### src/rtl/multi_port_ram_arb.sv
// Multi-port scratch RAM with write-collision arbitration.
//
// A DEPTH x DATA_WIDTH array is shared by NUM_WPORTS write ports and NUM_RPORTS
// read ports. After reset the array is swept to zero, one word per clock. Requests
// are only accepted once init_done is high.
//
// Ports:
//   clk, rst_n    clock (rising edge), asynchronous active-low reset
//   wr_en         per-port write enable
//   wr_addr       packed write addresses, port i at [i*ADDR_WIDTH +: ADDR_WIDTH]
//   wr_data       packed write data, port i at [i*DATA_WIDTH +: DATA_WIDTH]
//   rd_en         per-port read enable
//   rd_addr       packed read addresses
//   rd_data       packed registered read data; holds when no read completes
//   rd_valid      one-cycle pulse per completed read
//   wr_conflict   one-cycle pulse per write port whose write lost arbitration
//   init_done     high once the zero-fill sweep has finished
//
// Write ports that share an address are resolved by fixed priority: the lowest
// enabled index wins. RDW_MODE selects read-first (0) or write-first (1) when a
// read and the winning write hit the same address on the same edge.
// READ_LATENCY is 1 or 2.
module multi_port_ram_arb #(
  parameter int unsigned DATA_WIDTH   = 8,
  parameter int unsigned ADDR_WIDTH   = 4,
  parameter int unsigned NUM_WPORTS   = 4,
  parameter int unsigned NUM_RPORTS   = 4,
  parameter int unsigned RDW_MODE     = 0,
  parameter int unsigned READ_LATENCY = 1
) (
  input  logic                             clk,
  input  logic                             rst_n,
  input  logic [NUM_WPORTS-1:0]            wr_en,
  input  logic [NUM_WPORTS*ADDR_WIDTH-1:0] wr_addr,
  input  logic [NUM_WPORTS*DATA_WIDTH-1:0] wr_data,
  input  logic [NUM_RPORTS-1:0]            rd_en,
  input  logic [NUM_RPORTS*ADDR_WIDTH-1:0] rd_addr,
  output logic [NUM_RPORTS*DATA_WIDTH-1:0] rd_data,
  output logic [NUM_RPORTS-1:0]            rd_valid,
  output logic [NUM_WPORTS-1:0]            wr_conflict,
  output logic                             init_done
);

  localparam int unsigned DEPTH = 2 ** ADDR_WIDTH;

  typedef enum logic [0:0] {StInit, StReady} state_e;

  state_e                  state_q, state_d;
  logic [ADDR_WIDTH-1:0]   fill_cnt_q, fill_cnt_d;
  logic                    ready;

  logic [DATA_WIDTH-1:0]   mem_q [DEPTH];

  logic [NUM_WPORTS-1:0]   wr_win, wr_lose;
  logic [NUM_WPORTS-1:0]   wr_conflict_q;
  logic [NUM_RPORTS-1:0]   rd_accept;
  logic [DATA_WIDTH-1:0]   rd_word [NUM_RPORTS];

  logic [NUM_RPORTS-1:0]            s1_valid_q;
  logic [NUM_RPORTS*DATA_WIDTH-1:0] s1_data_q;

  assign ready     = (state_q == StReady);
  assign init_done = ready;
  assign rd_accept = rd_en & {NUM_RPORTS{ready}};

  // Zero-fill sequencer: one word per edge, READY on the edge that clears DEPTH-1.
  always_comb begin
    state_d    = state_q;
    fill_cnt_d = fill_cnt_q;
    unique case (state_q)
      StInit: begin
        fill_cnt_d = fill_cnt_q + 1'b1;
        if (&fill_cnt_q) begin
          state_d = StReady;
        end
      end
      StReady: ;
      default: state_d = StInit;
    endcase
  end

  // Fixed-priority arbitration: a port wins unless a lower enabled port has the same address.
  always_comb begin
    wr_win  = '0;
    wr_lose = '0;
    for (int i = 0; i < NUM_WPORTS; i++) begin
      if (ready && wr_en[i]) begin
        wr_win[i] = 1'b1;
        for (int k = 0; k < i; k++) begin
          if (wr_en[k] && (wr_addr[k*ADDR_WIDTH +: ADDR_WIDTH] ==
                           wr_addr[i*ADDR_WIDTH +: ADDR_WIDTH])) begin
            wr_win[i] = 1'b0;
          end
        end
        wr_lose[i] = ~wr_win[i];
      end
    end
  end

  // Read lookup; in write-first mode the winning write on the same address bypasses the array.
  always_comb begin
    for (int j = 0; j < NUM_RPORTS; j++) begin
      rd_word[j] = mem_q[rd_addr[j*ADDR_WIDTH +: ADDR_WIDTH]];
      if (RDW_MODE == 1) begin
        for (int i = 0; i < NUM_WPORTS; i++) begin
          if (wr_win[i] && (wr_addr[i*ADDR_WIDTH +: ADDR_WIDTH] ==
                            rd_addr[j*ADDR_WIDTH +: ADDR_WIDTH])) begin
            rd_word[j] = wr_data[i*DATA_WIDTH +: DATA_WIDTH];
          end
        end
      end
    end
  end

  // Array is not reset; the INIT sweep clears it.
  always_ff @(posedge clk) begin
    if (!ready) begin
      mem_q[fill_cnt_q] <= '0;
    end else begin
      for (int i = 0; i < NUM_WPORTS; i++) begin
        if (wr_win[i]) begin
          mem_q[wr_addr[i*ADDR_WIDTH +: ADDR_WIDTH]] <= wr_data[i*DATA_WIDTH +: DATA_WIDTH];
        end
      end
    end
  end

  always_ff @(posedge clk or negedge rst_n) begin
    if (!rst_n) begin
      state_q       <= StInit;
      fill_cnt_q    <= '0;
      wr_conflict_q <= '0;
      s1_valid_q    <= '0;
      s1_data_q     <= '0;
    end else begin
      state_q       <= state_d;
      fill_cnt_q    <= fill_cnt_d;
      wr_conflict_q <= wr_lose;
      s1_valid_q    <= rd_accept;
      for (int j = 0; j < NUM_RPORTS; j++) begin
        if (rd_accept[j]) begin
          s1_data_q[j*DATA_WIDTH +: DATA_WIDTH] <= rd_word[j];
        end
      end
    end
  end

  assign wr_conflict = wr_conflict_q;

  if (READ_LATENCY == 1) begin : g_lat1
    assign rd_data  = s1_data_q;
    assign rd_valid = s1_valid_q;
  end else begin : g_lat2
    logic [NUM_RPORTS-1:0]            s2_valid_q;
    logic [NUM_RPORTS*DATA_WIDTH-1:0] s2_data_q;

    always_ff @(posedge clk or negedge rst_n) begin
      if (!rst_n) begin
        s2_valid_q <= '0;
        s2_data_q  <= '0;
      end else begin
        s2_valid_q <= s1_valid_q;
        for (int j = 0; j < NUM_RPORTS; j++) begin
          if (s1_valid_q[j]) begin
            s2_data_q[j*DATA_WIDTH +: DATA_WIDTH] <= s1_data_q[j*DATA_WIDTH +: DATA_WIDTH];
          end
        end
      end
    end

    assign rd_data  = s2_data_q;
    assign rd_valid = s2_valid_q;
  end

endmodule

### config.mk
export PLATFORM = sky130hd
export DESIGN_NAME = multi_port_ram_arb
export DESIGN_NICKNAME = d
export VERILOG_FILES = /design/src/rtl/multi_port_ram_arb.sv
export SDC_FILE = /design/constraint.sdc
export NUM_CORES = 1
export LEC_CHECK = 0
export ABC_CLOCK_PERIOD_IN_PS = 3580
export CORE_MARGIN = 5
export CORE_UTILIZATION = 28
export DETAILED_ROUTE_END_ITERATION = 10
export PLACE_DENSITY = 0.44
export SLEW_MARGIN = 20
export SYNTH_ARGS = -nofsm -noshare
export SYNTH_HDL_FRONTEND = slang
export SYNTH_SLANG_ARGS = --single-unit
### constraint.sdc
create_clock -name clk -period 3.58 [get_ports clk]
set_input_delay 0.716 -clock clk [delete_from_list [all_inputs] [get_ports clk]]
set_output_delay 0.716 -clock clk [all_outputs]
set_load 0.1 [all_outputs]
==> flow_summary.json <==
{
  "fp-row-count": 84,
  "synth_top_area_cell": "edfxtp_1",
  "drc": 0,
  "ant_nets": 0,
  "crit_path_frequent_cell": "buf_4",
  "grt_pass1_wl_um": 93500,
  "dp_cells": 2105,
  "slowest_stage": "clkdlybuf4s50_1",
  "p_leak_nw": 7.09,
  "post_cts_buffers": 0,
  "synthMuxAreaShare_pct": 35.2,
  "worst_clock_skew_ps": 20.6,
  "syn2layout_area_growth_pct": 22.4,
  "htreeDepth": 4,
  "fp.dieH_um": 241,
  "seq_area_frac_synth_pct": 33.0,
  "hold_buffers": 0,
  "hold_violations": 0,
  "antennaDiodeCount": 0,
  "gp_congestion": 0.972,
  "ir_worst_vdd_v": 0.000386,
  "cpPeakStageDelay_ps": 640,
  "critical_path_buf_inv_count": 3,
  "antenna_found_initial": 3,
  "netlist_area_mm2": 0.0150,
  "synth_seq_cells": 172,
  "cts.repair.resized": 0,
  "numCtsBuffers": 17,
  "synth_compound_area_share_pct": 13.1,
  "start_kind": "input pin",
  "track_usage_pct": 22.7,
  "end_kind": "register",
  "die_area_mm2": 0.0582,
  "final_common_cell": "mux4_2",
  "synth_xor_area_share_pct": 1.73,
  "final_layout_size_suffix_gt1_share_pct": 31.6,
  "max-clock-path-buffers": 2,
  "power_density_mw_per_mm2": 333,
  "yosysWarnings": 0,
  "cts_tree": "done",
  "synth_fp_nets": 1370,
  "r2r_slack_ps": 850,
  "syn_inst": 1295,
  "stdcell_count": 2137,
  "nets": 1511,
  "worst-path-max-fanout": 13,
  "firstDrtPassIters": 7,
  "synth_fa_ha_area_share_pct": 0.0836,
  "final_core_util_pct": 34.7,
  "path_cells": "clkdlybuf4s50_1 -> xor2_1 -> nor3_1 -> nand3_1 -> buf_4 -> nand4_1 -> buf_4 -> o211a_1 -> o31ai_1",
  "detail_route.wl_per_cell_um": 30.9,
  "synth-edff-count": 128,
  "status": "complete, no violations",
  "worstSetupPathType": "input pin to register",
  "vias_per_cell": 5.92,
  "drtIter0Drc": 1417,
  "hold_class": "input pin to async pin",
  "mostFrequentLayoutCells": "mux4_2 (160), nand2_1 (153), edfxtp_1 (128)",
  "setup-violations-final": 0,
  "synth.distinct_cells": 57,
  "portBuffers": 113,
  "wl_um": 65900,
  "synth_top_family_by_area": "multiplexers",
  "max-slew-margin-rel_pct": 30.5,
  "dp_hpwl_um": 51100,
  "fmax_mhz": 309,
  "cts_root_buf": "clkbuf_16",
  "worst_slew_pin_slew_ps": 1040,
  "rsz0062_at_grt": "no",
  "async_flop_share_pct": 25.6,
  "grt_overflow": 0,
  "ys.flop_type": "edfxtp_1",
  "required_ps": 3790,
  "via_count": 12660,
  "arrival_ps": 3450,
  "grt_pass1_vias": 12379,
  "cts.clk_slew.worst_paths_ps": 70,
  "die-width_um": 241,
  "core-area_mm2": 0.0528,
  "grt_max_degree": 33,
  "synthSimpleGateAreaFrac_pct": 11.8,
  "clkLatencyLatePin_ps": 480,
  "critPathTopFamily": "buffers and inverters",
  "min_period_ps": 3230,
  "clock_sinks": 172,
  "synth.top_cells.by_area": "edfxtp_1 (26%), mux4_2 (24%), dfrtp_1 (7.4%), mux2_2 (5.7%), mux2i_1 (5.4%)",
  "syn_area_per_cell_um2": 11.6,
  "maxCapViolCount": 0,
  "finalCritPeriodShare_pct": 90.3,
  "initial_core_util_pct": 28.4,
  "slew_violations": 0,
  "synth_top_area_share_pct": 25.7,
  "ios": 115
}
area by class of cell:
cell class                      count  area, µm²
Sequential cell                   172       4940
Timing Repair Buffer              260       2490
Clock buffer                       17        425
Inverter                           29        109
Multi-Input combinational cell    956       9320
Tap cell                          688        861
Fill cell                        5217      34400
Clock inverter                     15        158
flip-flops by register name, summed over array words and instances (netlist names):
register	flops
rd_valid	4
fill_cnt_q	4
init_done	1
rd_data	32
mem_q	128
wr_conflict	3
stage by stage:
stage,hold WS [ps],TNS [ps],power [mW],area (µm²),worst slack [ps]
finish,324,0,6.09,18300,346
global route,337,0,6.29,18300,248
CTS,290,0,6.13,18300,492
detailed placement,496,-19.1,4.21,17700,-19.1
global placement,493,0,4.21,17700,14.8
floorplan,420,0,3.51,15000,573
path summary, 6_finish.rpt:
path                             start     endpoint  cells after the start
hold / removal                   rst_n  rd_valid[3]                      1
setup / recovery            wr_addr[0]  mem_q[5][7]                      9
setup reg to reg             init_done  mem_q[4][3]                      6
max in group asynchronous        rst_n  rd_data[24]                      2
hold reg to reg            rd_data[20]  rd_data[20]                      1
min in group clk           rd_data[20]  rd_data[20]                      1
synthesized netlist by cell type (3+ instances only):
| cell | instances |
|---|---|
| and2_1 | 3 |
| nand4_2 | 5 |
| nor4_1 | 5 |
| clkbuf_1 | 62 |
| dfrtp_1 | 44 |
| xnor2_1 | 12 |
| buf_2 | 46 |
| nand4_1 | 15 |
| o211a_1 | 52 |
| mux4_2 | 160 |
| o21bai_1 | 8 |
| a21oi_1 | 13 |
| nand3_1 | 18 |
| or3_1 | 4 |
| nor3_1 | 23 |
| o31ai_1 | 36 |
| nand2_1 | 153 |
| nand4b_1 | 5 |
| o211ai_1 | 29 |
| inv_2 | 4 |
| o21ai_0 | 24 |
| edfxtp_1 | 128 |
| nor2b_1 | 4 |
| buf_4 | 10 |
| nand2b_1 | 14 |
| and3_1 | 13 |
| mux2_2 | 76 |
| inv_1 | 23 |
| nor2_1 | 64 |
| xor2_1 | 12 |
| o22ai_1 | 19 |
| a31oi_1 | 29 |
| buf_1 | 18 |
| xor2_2 | 3 |
| nand3b_1 | 3 |
| mux2i_1 | 81 |
| a22o_1 | 31 |
| nor3_2 | 12 |
| a32oi_1 | 10 |
routing by layer:
| layer | wire length, µm | vias to the layer above | GRT usage (%) |
|---|---|---|---|
| met5 | 13 | - | 0 |
| met4 | 3540 | 2 | 11.4 |
| met3 | 4760 | 133 | 3.95 |
| met2 | 30400 | 734 | 35.4 |
| met1 | 27200 | 6352 | 30.4 |
| li1 | - | 5439 | - |
where the power goes:
group | internal (mW) | switching (mW) | leakage (nW)
clock | 0.984 | 0.920 | 0.279
combinational | 0.698 | 1.18 | 4.94
sequential | 2.25 | 0.0594 | 1.87
total | 3.93 | 2.16 | 7.09
worst register-to-register path, delay by kind of cell, from the launching register on:
family        cells  cell delay, ps
flops             1             560
simple gates      3            1240
mux               3             680
logic make-up (layout without fill, tap and decap cells):
| family | count (synthesis) | after routing |
|---|---|---|
| AO/OA/AOI/OAI | 257 | 257 |
| XOR/XNOR | 27 | 27 |
| adder cells (fa/ha/maj) | 1 | 1 |
| buffers and inverters | 167 | 321 |
| flip-flops | 172 | 172 |
| multiplexers | 317 | 317 |
| other | 1 | 1 |
| AND/OR/NAND/NOR | 353 | 353 |
(Power assumes the default switching activity.)
